<file path="src/rtl/daq_conv_sched.sv">
// rtl/daq_conv_sched.sv - ADC conversion scheduler and sample stream framer
// Purpose: periodic conversion tick, conversion-start pulse, busy handshake
//          with timeout guard, then NCH-word CS/RD readout presented one word
//          at a time on a valid/ready stream.
// Ports:   clk_i, reset_i      clock, asynchronous active-low reset
//          en_i, div_i         enable and period-minus-one of the tick counter
//          clr_i               clears overrun_o / timeout_o
//          busy_i, adc_data_i  from the ADC (busy_i is asynchronous)
//          conv_o, cs_no, rd_no to the ADC
//          sample_o, chan_o, last_o, valid_o, ready_i  sample stream
//          active_o, overrun_o, timeout_o              status
module daq_conv_sched #(
   parameter int DIV_W   = 16,
   parameter int NCH     = 8,
   parameter int CONV_W  = 4,
   parameter int RD_W    = 3,
   parameter int TIMEOUT = 255,
   localparam int CH_W   = $clog2(NCH)
) (
   input  logic             clk_i,
   input  logic             reset_i,
   input  logic             en_i,
   input  logic [DIV_W-1:0] div_i,
   input  logic             clr_i,
   input  logic             busy_i,
   input  logic [15:0]      adc_data_i,
   output logic             conv_o,
   output logic             cs_no,
   output logic             rd_no,
   output logic [15:0]      sample_o,
   output logic [CH_W-1:0]  chan_o,
   output logic             last_o,
   output logic             valid_o,
   input  logic             ready_i,
   output logic             active_o,
   output logic             overrun_o,
   output logic             timeout_o
);

   // One shared phase counter serves the CONV width, the RD low width and
   // the busy timeouts, so it is sized for the largest of the three.
   localparam int T_MAX = (TIMEOUT > CONV_W) ? ((TIMEOUT > RD_W) ? TIMEOUT : RD_W)
                                             : ((CONV_W > RD_W) ? CONV_W : RD_W);
   localparam int TC_W  = $clog2(T_MAX + 1);
   localparam logic [TC_W-1:0] CONV_LAST = TC_W'(CONV_W - 1);
   localparam logic [TC_W-1:0] RD_LAST   = TC_W'(RD_W - 1);
   localparam logic [TC_W-1:0] TO_LAST   = TC_W'(TIMEOUT - 1);
   localparam logic [CH_W-1:0] CH_LAST   = CH_W'(NCH - 1);

   typedef enum logic [2:0] {IDLE, CONV, WAIT_HI, WAIT_LO, RD_WAIT, RD_LO} state_t;

   state_t           state, state_nxt;
   logic [DIV_W-1:0] cnt;
   logic             tick;
   logic             busy_m, busy_s;
   logic [TC_W-1:0]  tcnt, tcnt_nxt;
   logic [CH_W-1:0]  idx, idx_nxt;
   logic             load;
   logic             to_set;

   // >= rather than == so a div_i lowered mid-count still reloads promptly.
   assign tick     = en_i && (cnt >= div_i);
   assign active_o = (state != IDLE);

   always_ff @(posedge clk_i or negedge reset_i) begin
      if (!reset_i) begin
         busy_m <= 1'b0;
         busy_s <= 1'b0;
      end else begin
         busy_m <= busy_i;
         busy_s <= busy_m;
      end
   end

   always_ff @(posedge clk_i or negedge reset_i) begin
      if (!reset_i)
         cnt <= '0;
      else if (!en_i || tick)
         cnt <= '0;
      else
         cnt <= cnt + 1'b1;
   end

   always_comb begin
      state_nxt = state;
      tcnt_nxt  = tcnt + 1'b1;
      idx_nxt   = idx;
      load      = 1'b0;
      to_set    = 1'b0;
      conv_o    = 1'b0;
      cs_no     = 1'b1;
      rd_no     = 1'b1;
      unique case (state)
         IDLE: begin
            tcnt_nxt = '0;
            if (tick)
               state_nxt = CONV;
         end
         CONV: begin
            conv_o = 1'b1;
            if (tcnt == CONV_LAST) begin
               state_nxt = WAIT_HI;
               tcnt_nxt  = '0;
            end
         end
         WAIT_HI: begin
            if (busy_s) begin
               state_nxt = WAIT_LO;
               tcnt_nxt  = '0;
            end else if (tcnt == TO_LAST) begin
               state_nxt = IDLE;
               to_set    = 1'b1;
            end
         end
         WAIT_LO: begin
            if (!busy_s) begin
               state_nxt = RD_WAIT;
               tcnt_nxt  = '0;
               idx_nxt   = '0;
            end else if (tcnt == TO_LAST) begin
               state_nxt = IDLE;
               to_set    = 1'b1;
            end
         end
         RD_WAIT: begin
            // Only strobe when the captured word has somewhere to go, so no
            // word of the frame can ever be overwritten.
            cs_no    = 1'b0;
            tcnt_nxt = '0;
            if (!valid_o || ready_i)
               state_nxt = RD_LO;
         end
         RD_LO: begin
            cs_no = 1'b0;
            rd_no = 1'b0;
            if (tcnt == RD_LAST) begin
               load     = 1'b1;
               tcnt_nxt = '0;
               if (idx == CH_LAST) begin
                  state_nxt = IDLE;
               end else begin
                  idx_nxt   = idx + 1'b1;
                  state_nxt = RD_WAIT;
               end
            end
         end
         default: state_nxt = IDLE;
      endcase
   end

   always_ff @(posedge clk_i or negedge reset_i) begin
      if (!reset_i) begin
         state     <= IDLE;
         tcnt      <= '0;
         idx       <= '0;
         sample_o  <= '0;
         chan_o    <= '0;
         last_o    <= 1'b0;
         valid_o   <= 1'b0;
         overrun_o <= 1'b0;
         timeout_o <= 1'b0;
      end else begin
         state <= state_nxt;
         tcnt  <= tcnt_nxt;
         idx   <= idx_nxt;
         // A reload on the handshake edge keeps valid_o high.
         if (load) begin
            sample_o <= adc_data_i;
            chan_o   <= idx;
            last_o   <= (idx == CH_LAST);
            valid_o  <= 1'b1;
         end else if (ready_i) begin
            valid_o <= 1'b0;
         end
         if (tick && (state != IDLE))
            overrun_o <= 1'b1;
         else if (clr_i)
            overrun_o <= 1'b0;
         if (to_set)
            timeout_o <= 1'b1;
         else if (clr_i)
            timeout_o <= 1'b0;
      end
   end

endmodule

</file>
<file path="config.mk">
export PLATFORM = sky130hd
export DESIGN_NAME = daq_conv_sched
export DESIGN_NICKNAME = d
export VERILOG_FILES = /design/src/rtl/daq_conv_sched.sv
export SDC_FILE = /design/constraint.sdc
export NUM_CORES = 1
export LEC_CHECK = 0
export CORE_ASPECT_RATIO = 1.4
export CORE_UTILIZATION = 35
export CTS_CLUSTER_DIAMETER = 30
export CTS_CLUSTER_SIZE = 8
export DETAILED_ROUTE_END_ITERATION = 7
export PLACE_DENSITY_LB_ADDON = 0.1
export RECOVER_POWER = 25
export SLEW_MARGIN = 40
export SYNTH_ARGS = -nofsm -noshare
export SYNTH_HDL_FRONTEND = slang
export SYNTH_SLANG_ARGS = --single-unit
</file>
<file path="constraint.sdc">
create_clock -name clk_i -period 2.5 [get_ports clk_i]
set_input_delay 0.375 -clock clk_i [delete_from_list [all_inputs] [get_ports clk_i]]
set_output_delay 0.375 -clock clk_i [all_outputs]
set_load 0.01 [all_outputs]
</file>
==> results of run 1 <==
==> stage by stage <==
stage / std cells / util [%] / TNS (ps) / power (mW)
floorplan: 265 / - / 0 / 1.70
global placement: 429 / 46.3 / -4620 / 2.23
detailed placement: 429 / 46.3 / -5130 / 2.24
CTS: 438 / 47.5 / 0 / 2.76
global route: 438 / 47.3 / 0 / 2.90
finish: 438 / 47.3 / 0 / 2.70
==> routing by layer <==
metal | share of wire, % | global-route usage, % | vias to the layer above
li1 | - | - | 1058
met1 | 42 | 16.8 | 1012
met2 | 52 | 27.9 | 56
met3 | 5.3 | 3.38 | 4
met4 | 0.93 | 4.37 | 0
met5 | 0 | 0 | -
==> critical path, cell delays in order <==
cell and delay, ps:
clkdlybuf4s50_1 450, inv_1 40, ha_1 300, a21o_1 180, a21o_1 180, a2111o_1 440
a2111o_2 510, nor2_1 150
==> cell type report <==
type | instances | area, sq um
clock buffer | 5 | 68.8
clock inverter | 3 | 18.8
fill | 772 | 4110
inverter | 23 | 86.3
multi-input combinational | 182 | 1340
sequential | 55 | 1380
tap | 100 | 125
timing repair buffer | 70 | 679
==> flip-flops by register name, indices dropped and copies added, names as in the netlist <==
register / flops
valid_o: 1
state: 3
chan_o: 3
tcnt: 8
busy_s: 1
sample_o: 16
busy_m: 1
cnt: 16
idx: 3
overrun_o: 1
last_o: 1
timeout_o: 1
==> logic make-up after synthesis <==
| logic type | count (synthesis) | synth area share (%) |
|---|---|---|
| AND/OR/NAND/NOR | 88 | 15.2 |
| flip-flops | 55 | 48.7 |
| AO/OA/AOI/OAI | 28 | 6.73 |
| buffers and inverters | 28 | 4.03 |
| multiplexers | 23 | 9.16 |
| adder cells (fa/ha/maj) | 22 | 9.65 |
| XOR/XNOR | 21 | 6.51 |
==> power groups by stage <==
stage                     clock, mW  combinational (mW)  sequential, mW
after floorplan                   0               0.436            1.27
after global placement            0                1.02            1.22
after detailed placement          0                1.02            1.22
after CTS                     0.532                1.02            1.21
after global routing          0.563                1.10            1.24
final                         0.495                1.00            1.20
==> layout by cell type, fill, tap and decap left out, types with 5 or more instances in the layout <==
cell	n
xor2_1	15
nor2_1	31
and3_1	5
clkdlybuf4s50_1	62
inv_1	23
xnor2_1	6
nand3_1	7
mux2_2	23
nand2_1	14
a21oi_1	8
nand4_1	8
dfrtp_1	55
nor3_1	7
ha_1	21
clkbuf_8	5
==> repair_timing <==
action,4_1_cts,5_1_grt
hold buffers,1,0
hold endpoints to repair,9,0
setup endpoints to repair,0,15
==> path summary, 6_finish.rpt <==
path	start	to	slack (ps)	cells after the start
worst max-delay path	div_i[13]	cnt[4]	120	8
worst min-delay path	busy_m	busy_s	360	0
worst max register to register	cnt[13]	cnt[4]	250	6
worst min register to register	busy_m	busy_s	360	0
max in group asynchronous	reset_i	timeout_o	430	3
min in group asynchronous	reset_i	sample_o[8]	560	2
==> out/results.ini, run 1 <==
[critical_path]
setup.worst_path.class = input port to register
crit_fanout = 15
endpoint_kind = register
cp-start-kind = input port
worstPathRequired_ps = 2740
critPathArrivalTime_ps = 2620

[drt]
vias = 2130
totalWireLength_um = 5790
routedWlPerCell_um = 13.2
antenna_left = 0
post-route-drc-count = 0
first_pass_iters = 4
viasPerCell = 4.86
drt_iter0_markers = 83

[outcome]
status = finished clean

[logic_synthesis]
seq_area_frac_synth_pct = 48.7
netlist_instances = 265
synthesis.nets = 324
synth_top_area_share_pct = 48.7
async_flop_share_pct = 100
synth_most_common_cell = dfrtp_1
synth_top_cells_by_count = dfrtp_1, nor2_1, inv_1, mux2_2, ha_1
avgSynthCellArea_sq_um = 10.7
synth-main-ff-cell = dfrtp_1
yosys_register_bits = 55
yosysUniqueCellTypes = 36
ys_top_cells_by_area = dfrtp_1, ha_1, mux2_2
synth_top_area_cell = dfrtp_1
synth_area_sq_um = 2830
synth_edf_count = 0
ys_warn_count = 0

[power_and_ir_drop]
p_comb_share_pct = 37.1
leakage_nw = 1.74
seq_power_share_pct = 44.6
clkPwrFrac_pct = 18.4
vdd_ir_drop_max_mv = 0.507
switchingPower_mw = 0.856
p_per_area_nw_per_um2 = 731
internal_power_mw = 1.84
swShare_pct = 31.7

[floorplanning]
core_sq_um = 7800
fp-row-count = 38
initial_core_util_pct = 36.2
pin_count = 65
die_h_um = 108
die_w_um = 78.0
die_area_sq_um = 8440

[timing]
tightest_slew_ps = 1130
finalSetupViolations = 0
hold_violations = 0
fin_hold_ws_ps = 357
fin_crit_ps = 2380
relSlewSlack_pct = 24.4
drv_slew = 0
skew_ps = 8.80
fmax_ghz = 0.420
setup_ws_ps = 121
period_share_pct = 95.2
rsz0062_at_grt = false

[flow_run]
drv_cap = 0

[place]
place_ws_ps = -326
gp_congestion = 0.740
numPortBuffers = 64
placed_cell_area_sq_um = 3610
hpwlAfterDp_um = 4330

[cells_and_area]
drive_gt1_share_pct = 11.2
antenna_cells = 0
area_growth_pct = 30.6
postLayoutCellArea_sq_um = 3690
nNetsFinal = 396

[clock_network]
cts_resized = 0
path_clk_slew_ps = 100
postCtsSetupBuffers = 0
htree_levels = 2
clock-sinks = 55
clock_path_buffers = 2
cts_tree = done
clk_latency_ps = 310
cts_root_buf = clkbuf_8
cts_buffers = 5

[grt]
antenna_found_initial = 0
track_usage_pct = 14.9
grt-ovfl-total = 0
grt_first_pass_wirelength_um = 9870
grt_max_degree = 47
grt_pass1_vias = 2175

[min_path]
hp-class = register to register

Note: power is estimated with default switching activity, not from simulation.
==> run 2, diff against run 1 <==
HOLD_SLACK_MARGIN = 0.15   (was not set)
clock period = 2.2 ns   (was 2.5 ns; I/O delays follow)
==> out/results.ini, run 2 (synthesis results as in run 1) <==
[critical_path]
setup.worst_path.class = register to output pin
worstPathRequired_ps = 1870  ; -870 ps
endpoint_kind = output pin
cp-start-kind = register
crit_path_top_delay_cell = clkdlybuf4s50_1
max_stage_delay_ps = 500  ; about the same
crit_fanout = 9  ; -6
crit_chain = buf_4, or3_1, clkdlybuf4s50_1
critPathArrivalTime_ps = 1790  ; -830 ps

[timing]
fin_crit_ps = 2120
relSlewSlack_pct = 7.88  ; -17 points
skew_ps = 8.67  ; -0.132 ps
drv_slew = 0  ; unchanged
fin_tns_setup_ps = 0  ; unchanged
tightest_slew_ps = 1380  ; +248 ps
hold_violations = 0  ; unchanged
fin_hold_ws_ps = 360  ; +2.61 ps
fmax_ghz = 0.471
rsz0062_at_grt = false
period_share_pct = 96.4
finalSetupViolations = 0  ; unchanged

[cells_and_area]
area_growth_pct = 35.0
seq_area_sq_um = 1380  ; unchanged
multiInputGateArea_sq_um = 1390  ; +4.3%
nNetsFinal = 404  ; +2.0%
antenna_cells = 0  ; unchanged
finalNonFillerCells = 446  ; +1.8%
layout_commonest_cell = clkdlybuf4s50_1
nFillCells = 752  ; -2.6%
drive_gt1_share_pct = 15.3  ; +4.1 points
reg_top3 = cnt (16), sample_o (16), tcnt (8)
layout_common_cells = clkdlybuf4s50_1, dfrtp_1, nor2_1, mux2_2, inv_1

[clock_network]
clock-sinks = 55  ; unchanged
cts_buffers = 5  ; unchanged
cts_tree = done
htree_levels = 2  ; unchanged
path_clk_slew_ps = 100  ; about the same
clock_path_buffers = 2  ; unchanged
cts_root_buf = clkbuf_8
clk_latency_ps = 310  ; about the same
postCtsSetupBuffers = 0  ; unchanged

[drt]
viasPerCell = 4.90  ; +0.70%
drt_iter0_markers = 80  ; -3.6%
antenna_left = 0  ; unchanged
routedWlPerCell_um = 13.4  ; +1.2%
first_pass_iters = 4  ; unchanged
vias = 2184  ; +2.5%
totalWireLength_um = 5970  ; +3.1%
post-route-drc-count = 0  ; unchanged

[floorplanning]
initial_core_util_pct = 36.2  ; unchanged
die_w_um = 78.0  ; unchanged
die_area_sq_um = 8440  ; unchanged
fp-row-count = 38  ; unchanged
core_sq_um = 7800  ; unchanged
pin_count = 65  ; unchanged
die_h_um = 108  ; unchanged

[power_and_ir_drop]
vdd_ir_drop_max_mv = 0.612  ; +21%
leakage_nw = 1.79  ; +2.9%
finalPower_mw = 3.18  ; +18%
p_per_area_nw_per_um2 = 834  ; +14%

[place]
hpwlAfterDp_um = 4300  ; -0.74%
gp_congestion = 0.820  ; +11%
place_inst = 437  ; +1.9%
numPortBuffers = 64  ; unchanged

[min_path]
hp-class = register to register

[outcome]
status = finished clean

[grt]
grt-ovfl-total = 0  ; unchanged
antenna_found_initial = 0  ; unchanged
grt_max_degree = 56  ; +19%
track_usage_pct = 15.0  ; +0.12 points
grt_pass1_vias = 2276  ; +4.6%
grt_first_pass_wirelength_um = 9920  ; +0.56%

[flow_run]
drv_cap = 0  ; unchanged

-- run 2: cell count changes in the layout (fill, tap and decap cells not counted), moves of 2 or more --
cell / change
clkbuf_8: +2
buf_4: +8
nor3_2: +2
clkinv_2: -2
nor3_1: -2
-- run 2: power by group --
group | leakage, nW | internal [mW] | switching, mW
clock | 0.0505 | 0.287 | 0.332
combinational | 1.02 | 0.684 | 0.506
sequential | 0.717 | 1.22 | 0.149
-- run 2: timing repair --
| item | in CTS | in global routing |
|---|---|---|
| hold buffers | 0 | 0 |
| endpoints found under the setup margin | 18 | 18 |
| gates resized for setup | 5 | 4 |
| pin swaps | 9 | 3 |
| cloned | 1 | 0 |
-- run 2: final cells by class --
cell class	count	area share, %
Sequential cell	55	36.1
Clock inverter	1	0.197
Tap cell	100	3.28
Clock buffer	7	2.53
Inverter	23	2.26
Multi-Input combinational cell	183	36.5
Timing Repair Buffer	77	19.1
-- run 2: worst paths after layout --
kind,depth (start not counted),end,from,slack (ps)
max in group asynchronous,2,chan_o[0],reset_i,960
worst max register to register,6,cnt[15],cnt[13],110
worst min register to register,0,busy_s,busy_m,360
worst min-delay path,0,busy_s,busy_m,360
worst max-delay path,3,active_o,state[0],80
min in group asynchronous,2,tcnt[7],reset_i,420
-- run 2: through the flow --
stage	utilization (%)	instance area (sq um)	worst slack (ps)
3_5_place_dp	46.9	3660	-483
5_1_grt	48.9	3810	0.215
3_3_place_gp	46.9	3660	-434
4_1_cts	48.6	3790	-0.166
6_report	48.9	3810	78.3
2_1_floorplan	-	2830	96.3
-- run 2: critical path: cells and delay by family (launching register included) --
family                 cells  cell delay [ps]
buffers and inverters      2              670
and+or+nand+nor            1              400
DFF                        1              410
-- run 2: routing by layer --
metal | wire [um] | GRT usage (%)
met1 | 2500 | 16.5
met2 | 3110 | 28.2
met3 | 291 | 3.63
met4 | 74 | 5.03
met5 | 0 | 0
